===== config.mk =====
export PLATFORM = sky130hd
export DESIGN_NAME = fp_add_arbiter
export DESIGN_NICKNAME = d
export VERILOG_FILES = /design/src/rtl/fp_add_pkg.sv /design/src/rtl/floating_point_cla.sv /design/src/rtl/fp_add_arbiter_rr.sv /design/src/rtl/fp_add_arbiter.sv
export SDC_FILE = /design/constraint.sdc
export NUM_CORES = 1
export LEC_CHECK = 0
export ABC_AREA = 1
export BUFFER_PORTS_ARGS = -buffer_cell sky130_fd_sc_hd__buf_2
export CAP_MARGIN = 0
export CORE_MARGIN = 2
export CORE_UTILIZATION = 51
export CTS_CLUSTER_DIAMETER = 120
export DETAILED_ROUTE_END_ITERATION = 16
export PLACE_DENSITY_LB_ADDON = 0.2
export SLEW_MARGIN = 20
export SYNTH_ARGS = -nofsm -noshare
export SYNTH_HDL_FRONTEND = slang
export SYNTH_SLANG_ARGS = --single-unit

===== constraint.sdc =====
create_clock -name clk -period 9.6 [get_ports clk]
set_clock_uncertainty 0.2 [all_clocks]
set_input_delay 1.92 -clock clk [delete_from_list [all_inputs] [get_ports clk]]
set_output_delay 1.92 -clock clk [all_outputs]
set_load 0.05 [all_outputs]

===== src/rtl/fp_add_pkg.sv =====
// rtl/fp_add_pkg.sv - shared state encoding and IEEE-754 single field constants
package fp_add_pkg;
  localparam int XLEN_DEF = 32;
  localparam int EXP_MSB = 30;
  localparam int EXP_LSB = 23;
  localparam logic [7:0] EXP_MAX = 8'hFF;
  localparam logic [7:0] EXP_ZERO = 8'h00;

  typedef enum logic [1:0] {
    S_IDLE,
    S_EXEC,
    S_RESP
  } state_t;
endpackage


===== src/rtl/floating_point_cla.sv =====
// rtl/floating_point_cla.sv - combinational single-precision adder (truncating, flush-to-zero)
module floating_point_cla
  import fp_add_pkg::*;
#(
  parameter int XLEN = XLEN_DEF
) (
  input  logic [XLEN-1:0] a,
  input  logic [XLEN-1:0] b,
  output logic [XLEN-1:0] sum
);
  localparam int MW = EXP_LSB;
  localparam int EW = EXP_MSB - EXP_LSB + 1;

  logic [XLEN-1:0] big, sml;
  logic [EW-1:0]   eb, es, ediff;
  logic [MW:0]     mb, ms, msh, mnorm;
  logic [MW+1:0]   raw;
  logic [EW+1:0]   eres;
  logic [4:0]      lz;
  logic            found;

  always_comb begin
    // Larger magnitude first so the subtract path never borrows
    if (a[EXP_MSB:0] >= b[EXP_MSB:0]) begin
      big = a;
      sml = b;
    end else begin
      big = b;
      sml = a;
    end
    eb    = big[EXP_MSB:EXP_LSB];
    es    = sml[EXP_MSB:EXP_LSB];
    mb    = {|eb, big[MW-1:0]};
    ms    = {|es, sml[MW-1:0]};
    ediff = eb - es;
    msh   = (ediff > EW'(MW)) ? '0 : (ms >> ediff);
    raw   = (big[XLEN-1] == sml[XLEN-1]) ? ({1'b0, mb} + {1'b0, msh})
                                         : ({1'b0, mb} - {1'b0, msh});
    lz    = '0;
    found = 1'b0;
    for (int i = MW; i >= 0; i--) begin
      if (!found && raw[i]) begin
        lz    = 5'(MW - i);
        found = 1'b1;
      end
    end
    if (raw[MW+1]) begin
      mnorm = raw[MW+1:1];
      eres  = {2'b00, eb} + 1'b1;
    end else begin
      mnorm = raw[MW:0] << lz;
      eres  = {2'b00, eb} - {5'b00000, lz};
    end
    sum = {big[XLEN-1], eres[EW-1:0], mnorm[MW-1:0]};
    if (raw == '0)
      sum = '0;
    else if (!raw[MW+1] && ({3'b000, lz} >= eb))
      sum = {big[XLEN-1], EXP_ZERO, {MW{1'b0}}};
    else if (eres >= (EW+2)'(EXP_MAX))
      sum = {big[XLEN-1], EXP_MAX, {MW{1'b0}}};
  end
endmodule


===== src/rtl/fp_add_arbiter_rr.sv =====
// rtl/fp_add_arbiter_rr.sv - combinational round-robin picker starting the scan at ptr
module rr_arbiter #(
  parameter int NREQ = 4,
  parameter int IDW  = $clog2(NREQ)
) (
  input  logic [NREQ-1:0] req,
  input  logic [IDW-1:0]  ptr,
  output logic [NREQ-1:0] grant,
  output logic [IDW-1:0]  idx,
  output logic            any
);
  logic [IDW:0] j;

  always_comb begin
    grant = '0;
    idx   = '0;
    any   = 1'b0;
    j     = '0;
    for (int k = 0; k < NREQ; k++) begin
      j = {1'b0, ptr} + (IDW+1)'(k);
      if (j >= (IDW+1)'(NREQ))
        j = j - (IDW+1)'(NREQ);
      if (!any && req[j[IDW-1:0]]) begin
        grant[j[IDW-1:0]] = 1'b1;
        idx               = j[IDW-1:0];
        any               = 1'b1;
      end
    end
  end
endmodule


===== src/rtl/fp_add_arbiter.sv =====
// rtl/fp_add_arbiter.sv - round-robin sharing of one FP adder; FP_ADD_ARB_FLAGS_EN adds ovf/unf flags
module fp_add_arbiter
  import fp_add_pkg::*;
#(
  parameter int  XLEN = XLEN_DEF,
  parameter int  NREQ = 4,
  localparam int IDW  = $clog2(NREQ)
) (
  input  logic                 clk,
  input  logic                 rst,
  input  logic [NREQ-1:0]      req_valid,
  output logic [NREQ-1:0]      req_ready,
  input  logic [NREQ*XLEN-1:0] req_a,
  input  logic [NREQ*XLEN-1:0] req_b,
  output logic                 resp_valid,
  input  logic                 resp_ready,
  output logic [XLEN-1:0]      resp_data,
  output logic [IDW-1:0]       resp_id
`ifdef FP_ADD_ARB_FLAGS_EN
  ,
  output logic                 resp_ovf,
  output logic                 resp_unf
`endif
);
  state_t          state, state_nxt;
  logic [IDW-1:0]  ptr, gidx, op_id;
  logic [NREQ-1:0] grant;
  logic            gany;
  logic [XLEN-1:0] op_a, op_b, sum;

  rr_arbiter #(.NREQ(NREQ), .IDW(IDW)) u_rr (
    .req   (req_valid),
    .ptr   (ptr),
    .grant (grant),
    .idx   (gidx),
    .any   (gany)
  );

  floating_point_cla #(.XLEN(XLEN)) u_add (
    .a   (op_a),
    .b   (op_b),
    .sum (sum)
  );

  always_ff @(posedge clk) begin
    if (rst) state <= S_IDLE;
    else     state <= state_nxt;
  end

  always_comb begin
    state_nxt = state;
    req_ready = '0;
    case (state)
      S_IDLE: begin
        req_ready = grant;
        if (gany) state_nxt = S_EXEC;
      end
      S_EXEC:  state_nxt = S_RESP;
      S_RESP:  if (resp_valid && resp_ready) state_nxt = S_IDLE;
      default: state_nxt = S_IDLE;
    endcase
  end

  always_ff @(posedge clk) begin
    if (rst) begin
      ptr        <= '0;
      op_a       <= '0;
      op_b       <= '0;
      op_id      <= '0;
      resp_valid <= 1'b0;
      resp_data  <= '0;
      resp_id    <= '0;
`ifdef FP_ADD_ARB_FLAGS_EN
      resp_ovf   <= 1'b0;
      resp_unf   <= 1'b0;
`endif
    end else begin
      case (state)
        S_IDLE: if (gany) begin
          op_a  <= req_a[int'(gidx)*XLEN +: XLEN];
          op_b  <= req_b[int'(gidx)*XLEN +: XLEN];
          op_id <= gidx;
          ptr   <= (gidx == IDW'(NREQ-1)) ? '0 : gidx + 1'b1;
        end
        S_EXEC: begin
          resp_data  <= sum;
          resp_id    <= op_id;
          resp_valid <= 1'b1;
`ifdef FP_ADD_ARB_FLAGS_EN
          resp_ovf   <= (sum[EXP_MSB:EXP_LSB] == EXP_MAX);
          resp_unf   <= (sum[EXP_MSB:EXP_LSB] == EXP_ZERO);
`endif
        end
        S_RESP: if (resp_ready) resp_valid <= 1'b0;
        default: ;
      endcase
    end
  end
endmodule


==> report_table.html <==
<table>
<tr><th>Metric</th><th>Value</th></tr>
<tr><th colspan="2">Outcome</th></tr>
<tr><td>Result of the run</td><td>finished clean</td></tr>
<tr><th colspan="2">Run</th></tr>
<tr><td>Max-cap viol count</td><td>0</td></tr>
<tr><th colspan="2">Layout</th></tr>
<tr><td>Layout cell share with drive strength beyond 1</td><td>0.283</td></tr>
<tr><td>Nets</td><td>3,183</td></tr>
<tr><td>Final std cells w/o fill</td><td>3,187</td></tr>
<tr><td>Layout area overhead</td><td>31.9%</td></tr>
<tr><td>Core occupancy in the finished layout</td><td>0.690</td></tr>
<tr><td>Area of all placed cells without fillers</td><td>18,100 um2</td></tr>
<tr><th colspan="2">Synthesis</th></tr>
<tr><td>Net count after synthesis</td><td>2,780</td></tr>
<tr><td>Post-synthesis cell area</td><td>13,700 um2</td></tr>
<tr><td>Most frequent cell after synthesis</td><td>nand2_1</td></tr>
<tr><td>Synthesis-stage register bit count</td><td>105</td></tr>
<tr><td>Synth Warn #</td><td>0</td></tr>
<tr><td>Library cell occupying the most area in the post-synthesis netlist</td><td>nand2_1</td></tr>
<tr><td>Leading post-synthesis cells by instance count</td><td>nand2_1, nor2_1, inv_1, nand3_1, o21ai_0</td></tr>
<tr><td>Cell types with the largest area share after synthesis</td><td>nand2_1, dfxtp_1, nor2_1</td></tr>
<tr><td>Count of flip-flops with a built-in enable after synthesis</td><td>0</td></tr>
<tr><td>Cells after synthesis</td><td>2,443</td></tr>
<tr><td>Area fraction of the dominant cell type after synthesis</td><td>0.156</td></tr>
<tr><td>Average footprint of a synthesized cell</td><td>5.61 um2</td></tr>
<tr><td>Commonest register cell after synthesis</td><td>dfxtp_1</td></tr>
<tr><td>Asr flop ratio synth</td><td>0</td></tr>
<tr><td>Fraction of the yosys area taken by sequential cells</td><td>0.153</td></tr>
<tr><td>Synth unique cells</td><td>57</td></tr>
<tr><th colspan="2">Route</th></tr>
<tr><td>Number of DRC markers after the initial detailed-route iteration</td><td>1,663</td></tr>
<tr><td>Total via count in the routed design</td><td>18,423</td></tr>
<tr><td>TritonRoute pass-1 iters</td><td>8</td></tr>
<tr><td>Avg WL per Cell</td><td>17.6 um</td></tr>
<tr><td>Average via count per standard cell</td><td>5.78</td></tr>
<tr><td>DRC Markers</td><td>0</td></tr>
<tr><td>Routed wire length</td><td>56,200 um</td></tr>
<tr><td>Count of nets left with antenna violations after detail routing</td><td>0</td></tr>
<tr><th colspan="2">Critical path</th></tr>
<tr><td>Classification of the worst setup path</td><td>flop to flop</td></tr>
<tr><td>Kind of launch point of the worst setup path</td><td>flop</td></tr>
<tr><td>Worst path slowest cell</td><td>dfxtp_2</td></tr>
<tr><td>Worst Path Arrival</td><td>9360 ps</td></tr>
<tr><td>Worst setup slack for register-to-register paths</td><td>260 ps</td></tr>
<tr><td>Critical path peak fanout</td><td>12</td></tr>
<tr><td>Category of the worst setup path capture point</td><td>flop</td></tr>
<tr><td>Data required time at the worst endpoint</td><td>9610 ps</td></tr>
<tr><td>Critical path's most frequent cell</td><td>nand2_2</td></tr>
<tr><td>Critical Path Max Stage Delay</td><td>350 ps</td></tr>
<tr><th colspan="2">Die</th></tr>
<tr><td>Area of the core</td><td>26,200 um2</td></tr>
<tr><td>Row count</td><td>59</td></tr>
<tr><td>Starting density of the core</td><td>0.523</td></tr>
<tr><td>Die outline width</td><td>168 um</td></tr>
<tr><td>Die outline area</td><td>28,200 um2</td></tr>
<tr><td>Vert. Die Dim</td><td>168 um</td></tr>
<tr><td>Number of primary I/O pins</td><td>302</td></tr>
<tr><th colspan="2">Global routing</th></tr>
<tr><td>Global-route wire length before repair</td><td>83,000 um</td></tr>
<tr><td>Vias in the first global route</td><td>16,214</td></tr>
<tr><td>GRT Util Overall</td><td>0.366</td></tr>
<tr><td>Total grt overflow</td><td>0</td></tr>
<tr><td>Maximum number of pins on one net before global-route repair</td><td>113</td></tr>
<tr><td>Antenna violations before repair</td><td>5</td></tr>
<tr><th colspan="2">Timing</th></tr>
<tr><td>Fin crit period</td><td>9340 ps</td></tr>
<tr><td>Number of max-slew violations in the final report</td><td>0</td></tr>
<tr><td>Endpoints failing setup</td><td>0</td></tr>
<tr><td>Max transition margin</td><td>0.289</td></tr>
<tr><td>Tcrit/Tclk final</td><td>0.973</td></tr>
<tr><td>Worst-Margin Slew</td><td>1070 ps</td></tr>
<tr><td>Final hold vios</td><td>0</td></tr>
<tr><td>Unrepaired setup endpoints after global routing</td><td>yes</td></tr>
<tr><td>Top achievable clock speed</td><td>107 MHz</td></tr>
<tr><th colspan="2">CTS</th></tr>
<tr><td>Cell chosen for the clock root</td><td>clkbuf_16</td></tr>
<tr><td>Buffers from clock root to sink, at most</td><td>2</td></tr>
<tr><td>Clock-pin transition on the worst setup and hold timing paths</td><td>80 ps</td></tr>
<tr><td>Number of buffers inserted during clock tree synthesis</td><td>9</td></tr>
<tr><td>Maximum level of the CTS H-tree</td><td>3</td></tr>
<tr><td>Total clock sinks</td><td>105</td></tr>
<tr><td>CTS tree</td><td>yes</td></tr>
<tr><td>Clk Latency, worst-skew pair</td><td>370 ps</td></tr>
<tr><th colspan="2">Placed design</th></tr>
<tr><td>Post-detail-place hpwl</td><td>43,200 um</td></tr>
<tr><td>Port Buffer Count</td><td>301</td></tr>
<tr><td>Total cell area at the placement stage</td><td>16,400 um2</td></tr>
<tr><td>Placed Cells incl. Taps</td><td>3,116</td></tr>
<tr><td>RePlAce Congestion</td><td>1.04</td></tr>
<tr><th colspan="2">Min path</th></tr>
<tr><td>Type of the tightest min-delay check</td><td>flop to flop</td></tr>
</table>
## state kept, by name, indices dropped and copies added, names as in the netlist
signal and count:
op_a 32, op_b 32, op_id 2, ptr 2
resp_data 32, resp_id 2, resp_valid 1, state 2
## critical path, delay by kind of cell, from the launching register on
family,cells,cell delay [ps]
simple gates,42,4250
compound gates,12,1840
buf+inv,12,1380
fa+ha+maj,3,860
flops,1,350
xor+xnor,2,290
## final cells by class
class / instances / area [um2]
Antenna cell: 1 / 2.50
Clock buffer: 10 / 229
Clock inverter: 6 / 52.6
Fill cell: 2421 / 8130
Inverter: 273 / 1030
Multi-Input combinational cell: 1926 / 10800
Sequential cell: 105 / 2120
Tap cell: 335 / 419
Timing Repair Buffer: 530 / 3380
Timing Repair inverter: 1 / 6.26
## layer usage
metal / GRT usage / up-vias / share of wire
met5: 0 / - / 0.00048
met4: 0.166 / 4 / 0.053
met3: 0.0371 / 180 / 0.063
met2: 0.635 / 850 / 0.48
met1: 0.457 / 8439 / 0.40
li1: - / 8950 / -
## kinds of logic after synthesis
| group | count (synthesis) | share of synthesized area |
|---|---|---|
| AND/OR/NAND/NOR | 1277 | 0.402 |
| AO/OA/AOI/OAI | 522 | 0.221 |
| buffers and inverters | 414 | 0.121 |
| flip-flops | 105 | 0.153 |
| adder cells (fa/ha/maj) | 74 | 0.0687 |
| XOR/XNOR | 51 | 0.0332 |
## repair_timing
action	in CTS	in global routing
gates resized for setup	7	242
hold endpoints to repair	0	0
endpoints found under the setup margin	31	31
gates cloned	0	10
pin swaps	0	80
hold buffers	0	0
buffers inserted	0	44
## placed cells by master, fill, tap and decap left out, types with 14 or more instances in the layout
master,netlist,routed
xnor2_1,23,22
nand3_1,249,223
inv_1,260,247
buf_4,6,203
nand3_2,7,32
nand2_1,569,522
dfxtp_2,0,14
ha_1,72,53
dfxtp_1,105,91
nand4_1,58,58
ha_4,0,16
o22ai_1,25,25
nor2_1,336,310
o32ai_1,45,45
buf_2,20,306
xor2_1,27,26
o21ai_0,245,233
inv_2,10,21
nand2_2,16,53
o211ai_1,27,27
a21oi_2,4,21
a21oi_1,130,110
nor2_2,7,24
## through the flow
stage | worst slack, ps | setup TNS (ps) | hold slack, ps
floorplan | 475 | 0 | 230
global placement | 213 | 0 | 249
detailed placement | -70.3 | -815 | 254
CTS | 21.9 | 0 | 266
global route | -396 | -10630 | 290
finish | 257 | 0 | 263
## final timing paths
path	start	to	cells after the start
worst max-delay path	op_b[28]	resp_data[13]	71
worst max register to register	op_b[28]	resp_data[13]	71
worst min register to register	resp_data[10]	resp_data[10]	2
worst min-delay path	resp_data[10]	resp_data[10]	2
Power is left out: the tool's default activity adds up to more than one toggle a clock period on the data nets, which glitch-free logic cannot reach.
